$ cat src/rtl/decode_execute_pipe.sv
// decode_execute_pipe: decode->execute pipeline register for the RV32IM core.
// Valid/ready handshake backed by an output register plus one skid entry, so
// in_ready comes straight from a flop. Also produces out_div_start, which is
// cleared for the second op of a div/rem pair that reuses the same operands.
module decode_execute_pipe #(
  parameter int XLEN   = 32,
  parameter int RA_W   = 5,
  parameter int CTRL_W = 32,
  parameter int SKID   = 1
) (
  input  logic              clk,
  input  logic              rst_n,
  input  logic              flush,
  input  logic              in_valid,
  output logic              in_ready,
  input  logic [XLEN-1:0]   in_pc,
  input  logic [XLEN-1:0]   in_pc4,
  input  logic [XLEN-1:0]   in_rd1,
  input  logic [XLEN-1:0]   in_rd2,
  input  logic [XLEN-1:0]   in_imm,
  input  logic [RA_W-1:0]   in_rs1,
  input  logic [RA_W-1:0]   in_rs2,
  input  logic [RA_W-1:0]   in_rd,
  input  logic [CTRL_W-1:0] in_ctrl,
  input  logic              in_regwr,
  input  logic              in_div,
  input  logic              wb_we,
  input  logic [RA_W-1:0]   wb_rd,
  output logic              out_valid,
  input  logic              out_ready,
  output logic [XLEN-1:0]   out_pc,
  output logic [XLEN-1:0]   out_pc4,
  output logic [XLEN-1:0]   out_rd1,
  output logic [XLEN-1:0]   out_rd2,
  output logic [XLEN-1:0]   out_imm,
  output logic [RA_W-1:0]   out_rs1,
  output logic [RA_W-1:0]   out_rs2,
  output logic [RA_W-1:0]   out_rd,
  output logic [CTRL_W-1:0] out_ctrl,
  output logic              out_regwr,
  output logic              out_div_start
);

  typedef struct packed {
    logic [XLEN-1:0]   pc;
    logic [XLEN-1:0]   pc4;
    logic [XLEN-1:0]   rd1;
    logic [XLEN-1:0]   rd2;
    logic [XLEN-1:0]   imm;
    logic [RA_W-1:0]   rs1;
    logic [RA_W-1:0]   rs2;
    logic [RA_W-1:0]   rd;
    logic [CTRL_W-1:0] ctrl;
    logic              regwr;
    logic              div_start;
  } entry_t;

  entry_t          in_ent, out_q, skid_q;
  logic            out_vld, skid_full;
  logic            enq, load_out;
  logic            rec_v, rec_hit, wb_kill, wr_kill;
  logic [RA_W-1:0] rec_rs1, rec_rs2;

  // With a skid entry, ready is purely registered; without it, ready must
  // look through to out_ready.
  assign in_ready = (SKID != 0) ? !skid_full : (out_ready | !out_vld);
  assign enq      = in_valid & in_ready;
  assign load_out = !out_vld | out_ready;

  // Record lookup uses the record as it stands before this edge's update.
  assign rec_hit = rec_v & (in_rs1 == rec_rs1) & (in_rs2 == rec_rs2);
  assign wb_kill = wb_we & (wb_rd != '0) & ((wb_rd == rec_rs1) | (wb_rd == rec_rs2));
  assign wr_kill = enq & !in_div & in_regwr & (in_rd != '0) &
                   ((in_rd == rec_rs1) | (in_rd == rec_rs2));

  // Pack the incoming op together with its divider start decision.
  always_comb begin
    in_ent           = '0;
    in_ent.pc        = in_pc;
    in_ent.pc4       = in_pc4;
    in_ent.rd1       = in_rd1;
    in_ent.rd2       = in_rd2;
    in_ent.imm       = in_imm;
    in_ent.rs1       = in_rs1;
    in_ent.rs2       = in_rs2;
    in_ent.rd        = in_rd;
    in_ent.ctrl      = in_ctrl;
    in_ent.regwr     = in_regwr;
    in_ent.div_start = in_div & !rec_hit;
  end

  // Occupancy: output register first, skid only while the output is stalled.
  always_ff @(posedge clk or negedge rst_n) begin
    if (!rst_n) begin
      out_vld   <= 1'b0;
      skid_full <= 1'b0;
    end else if (flush) begin
      out_vld   <= 1'b0;
      skid_full <= 1'b0;
    end else if (load_out) begin
      if (skid_full) begin
        out_vld   <= 1'b1;
        skid_full <= 1'b0;
      end else begin
        out_vld   <= enq;
      end
    end else if (enq && (SKID != 0)) begin
      skid_full <= 1'b1;
    end
  end

  // Payload moves only with the occupancy above; flush leaves it untouched.
  always_ff @(posedge clk or negedge rst_n) begin
    if (!rst_n) begin
      out_q  <= '0;
      skid_q <= '0;
    end else if (!flush) begin
      if (load_out) begin
        if (skid_full)  out_q <= skid_q;
        else if (enq)   out_q <= in_ent;
      end else if (enq) begin
        skid_q <= in_ent;
      end
    end
  end

  // Operand record of the last div/rem; a div enqueue rewrites it, any
  // overwrite of a recorded source register invalidates it.
  always_ff @(posedge clk or negedge rst_n) begin
    if (!rst_n) begin
      rec_v   <= 1'b0;
      rec_rs1 <= '0;
      rec_rs2 <= '0;
    end else if (flush) begin
      rec_v   <= 1'b0;
    end else if (enq && in_div) begin
      rec_v   <= ((in_rd != in_rs1) && (in_rd != in_rs2)) || !in_regwr;
      rec_rs1 <= in_rs1;
      rec_rs2 <= in_rs2;
    end else if (wb_kill || wr_kill) begin
      rec_v   <= 1'b0;
    end
  end

  assign out_valid     = out_vld;
  assign out_pc        = out_q.pc;
  assign out_pc4       = out_q.pc4;
  assign out_rd1       = out_q.rd1;
  assign out_rd2       = out_q.rd2;
  assign out_imm       = out_q.imm;
  assign out_rs1       = out_q.rs1;
  assign out_rs2       = out_q.rs2;
  assign out_rd        = out_q.rd;
  assign out_ctrl      = out_q.ctrl;
  assign out_regwr     = out_q.regwr;
  assign out_div_start = out_q.div_start;

endmodule

$ cat config.mk
export PLATFORM = sky130hd
export DESIGN_NAME = decode_execute_pipe
export DESIGN_NICKNAME = d
export VERILOG_FILES = /design/src/rtl/decode_execute_pipe.sv
export SDC_FILE = /design/constraint.sdc
export NUM_CORES = 1
export LEC_CHECK = 0
export ABC_CLOCK_PERIOD_IN_PS = 1800
export BUFFER_PORTS_ARGS = -buffer_cell sky130_fd_sc_hd__buf_2
export CAP_MARGIN = 20
export CORE_MARGIN = 2
export CORE_UTILIZATION = 55
export CTS_BUF_LIST = sky130_fd_sc_hd__clkbuf_4
export CTS_CLUSTER_DIAMETER = 40
export DETAILED_ROUTE_END_ITERATION = 10
export PLACE_DENSITY = 0.87
export SYNTH_ARGS = -nofsm -noshare
export SYNTH_HDL_FRONTEND = slang
export SYNTH_SLANG_ARGS = --single-unit
$ cat constraint.sdc
create_clock -name clk -period 1.8 [get_ports clk]
set_input_delay 0.36 -clock clk [delete_from_list [all_inputs] [get_ports clk]]
set_output_delay 0.36 -clock clk [all_outputs]
set_load 0.005 [all_outputs]
==> results.rst <==
.. list-table::
   :header-rows: 1

   * - Metric
     - Value
   * - Drc violations
     - 0
   * - Placed instance count
     - 2288
   * - Wirelength, routed
     - 70900 µm
   * - Area share of the largest cell type after synthesis
     - 0.5863
   * - Worst setup slack for register-to-register paths
     - -0.15 ns
   * - Worst IR drop on VDD
     - 867.6 µV
   * - Area of the mapped netlist
     - 18400 µm²
   * - CP max FO
     - 33
   * - Critical Path, Cell by Cell
     - buf_4, buf_12, buf_16, mux2i_1, a21oi_1
   * - Final period util
     - 1.084
   * - WL/cell
     - 25.95 µm
   * - Type of the tightest min-delay check
     - in2reg
   * - Via Count
     - 16938
   * - Commonest cells after routing, fill and taps aside
     - dfrtp_1, buf_2, dlygate4sd3_1
   * - HPWL reported at the end of detailed placement
     - 32230 µm
   * - Worst Skew
     - 0.06566 ns
   * - Max_cap viols
     - 0
   * - Critical path endpoint category
     - flop
   * - Clock tree from TritonCTS
     - yes
   * - Vias in the first global route
     - 17232
   * - Chip height
     - 186.9 µm
   * - YS warnings
     - 0
   * - Average cell area after synthesis
     - 12.67 µm²
   * - Number of optimization iterations in the first detailed-route pass
     - 5
   * - Cell type of the slowest stage on the worst timing path
     - mux2i_1
   * - Wire length of the first global-routing pass
     - 94810 µm
   * - Leakage dissipation
     - 11.52 nW
   * - Worst-case setup margin in the final layout
     - -0.1513 ns
   * - Result of the run
     - complete, but fails checks
   * - Crit path launch type
     - flop
   * - Clk pin slew, worst setup/hold paths
     - ~0.08 ns
   * - Average via count per standard cell
     - 6.200
   * - RSZ-0062 raised after global routing
     - yes
   * - Instance count of the mapped netlist
     - ~1500
   * - Distinct cell type count after synthesis
     - 34
   * - Layout-stage area growth over the synthesis result
     - 40.04%
   * - Leading cell types by total area after synthesis
     - dfrtp_1, mux2_1, mux2i_1
   * - Crit path kind
     - reg2reg
   * - Worst rel slew slack
     - 0.6755
   * - Detail Route Antenna Nets
     - 0
   * - Slew @ Worst Pin
     - 0.4732 ns
   * - Register bit count reported by yosys
     - 431
   * - Largest stage delay, worst path
     - 0.49 ns
   * - Post-Synthesis Net Count
     - 1672
   * - Total cell area at the placement stage
     - 21300 µm²
   * - Initial antenna violation count
     - 8
   * - Arrival time reported for the critical path endpoint
     - 2.62 ns
   * - Site row count
     - 66
   * - Count of nets after finishing
     - around 2400
   * - Total routing resource utilization after global routing
     - 0.3461
   * - Die area
     - 34920 µm²
   * - Clock tree sinks
     - 431
   * - Floorplan core area
     - 32700 µm²
   * - Final Instance Area
     - 25760 µm²
   * - Final-report setup violation count
     - 160
   * - Non-filler instance count after layout
     - approximately 2700
   * - Number of I/O port buffers
     - 430
   * - Library cell occupying the most area in the post-synthesis netlist
     - dfrtp_1
   * - CTS Buffer Depth
     - 3
   * - Count of pins over their slew limit
     - 0
   * - CTS buffer count
     - 105
   * - CTS Root Buffer Type
     - clkbuf_4
   * - Initial detailed-routing violation count
     - between 1500 and 2000
   * - Highest clock rate
     - approximately 0.51 GHz
   * - Grt ovf
     - 0
   * - Number of levels the H-tree was split into
     - 3
   * - Clock period minus final worst setup slack
     - 1.951 ns
   * - Pwr dens
     - 1064 nW/µm²
   * - Sequential cell area fraction in the yosys report
     - 0.5863
   * - Final-report hold violation count
     - 0
   * - Worst Hold Margin
     - about 0.14 ns
   * - Fraction of final layout cells with drive strength greater than 1
     - 0.3330
   * - Die span in x
     - 186.9 µm
   * - Failing checks
     - negative setup slack
   * - Effective utilization at floorplan
     - 0.5625
   * - Worst path required time
     - 2.46 ns
   * - Gp weighted congestion
     - 0.8993
   * - Commonest non-fill, non-tap cell in the layout
     - dfrtp_1
   * - Clock insertion delay at the later pin of the skew report
     - 0.80 ns
   * - IO Pins
     - ~430
   * - Maximum number of pins on one net before global-route repair
     - 90
[layer usage]
layer,global-route usage,part of all wire,up-vias
met3,0.08330,0.10,506
met2,0.5972,0.48,1559
met5,0,0.00035,-
li1,-,-,6649
met1,0.3854,0.33,8220
met4,0.2207,0.083,4
[synth_stat cells]
library cell and number:
a32o_1 1, o21ai_1 1, o21ai_0 1, mux2_2 20
buf_6 21, a21oi_1 210, o2111ai_1 1, o221ai_1 1
nor3_2 1, nand3b_2 1, and3b_1 1, buf_4 11
buf_1 1, clkbuf_1 1, or4_1 2, mux2i_1 208
nand4_1 2, nand2b_1 2, nand3_1 7, xor2_1 8
o21a_1 1, xnor2_1 32, mux2_1 198, inv_1 1
buf_2 65, nor3_1 5, o211ai_1 1, dfrtp_1 431
nand2_1 4, nor2b_4 1, nor2b_1 1, o31ai_1 1
nor2_1 209, o22ai_1 1
[cell type report]
class	count	area, µm²
Tap cell	442	553.0
Clock buffer	147	1104
Multi-Input combinational cell	921	7128
Clock inverter	34	186.4
Sequential cell	431	10790
Antenna cell	5	12.51
Fill cell	1568	6940
Inverter	1	6.256
Timing Repair Buffer	751	5981
[final timing paths]
kind | from | to | depth (start not counted)
setup / recovery | skid_full | out_rd2[18] | 5
hold / removal | wb_rd[0] | rec_v | 3
setup reg to reg | skid_full | out_rd2[18] | 5
hold reg to reg | out_div_start | out_div_start | 1
max in group asynchronous | rst_n | out_pc4[18] | 4
min in group asynchronous | rst_n | out_rd2[17] | 3
[worst max-delay path, delay by kind of cell (launching register included)]
family                 cells  cell delay, ns
AO/OA/AOI/OAI              1            0.17
buffers and inverters      3            0.66
flip-flops                 1            0.45
multiplexers               1            0.49
[what timing repair did]
item | 4_1_cts | 5_1_grt
hold endpoints to repair | 801 | 0
gates resized for setup | 5 | 75
endpoints found under the setup margin | 4 | 193
pin swaps | 1 | 3
hold buffers | 217 | 0
cloned | 1 | 19
buffers inserted | 4 | 17
[per-stage QoR]
step           worst slack [ns]  utilization  total power (W)  setup TNS, ns
3_3_place_gp            0.09610       0.6514          0.01691              0
3_5_place_dp            0.02825       0.6514          0.01731              0
2_1_floorplan            0.3406            -          0.01502              0
4_1_cts                -0.06943       0.7603          0.02565        -0.1382
5_1_grt                 -0.4084       0.7877          0.02834         -9.273
6_report                -0.1513       0.7878          0.02740         -7.503
[registers in the layout, indices dropped and copies added (netlist names), 32 cells and up]
signal	cells
out_ctrl	32
out_imm	32
out_pc	32
out_pc4	32
out_rd1	32
out_rd2	32
skid_q	209
[power by group]
part	internal (W)	switching, W
combinational	0.00277	0.00274
clock	0.00404	0.00447
sequential	0.0117	0.00166
total	0.0185	0.00888
[cell families (layout without fill, tap and decap cells)]
family                 after synthesis  after routing  share of synthesized area
other                                0              5                          0
XOR/XNOR                            40             40                    0.01905
flip-flops                         431            431                     0.5863
multiplexers                       426            426                     0.2466
AND/OR/NAND/NOR                    236            236                    0.05162
buffers and inverters              100            933                    0.03564
AO/OA/AOI/OAI                      219            219                    0.06074
(Power assumes the default switching activity.)
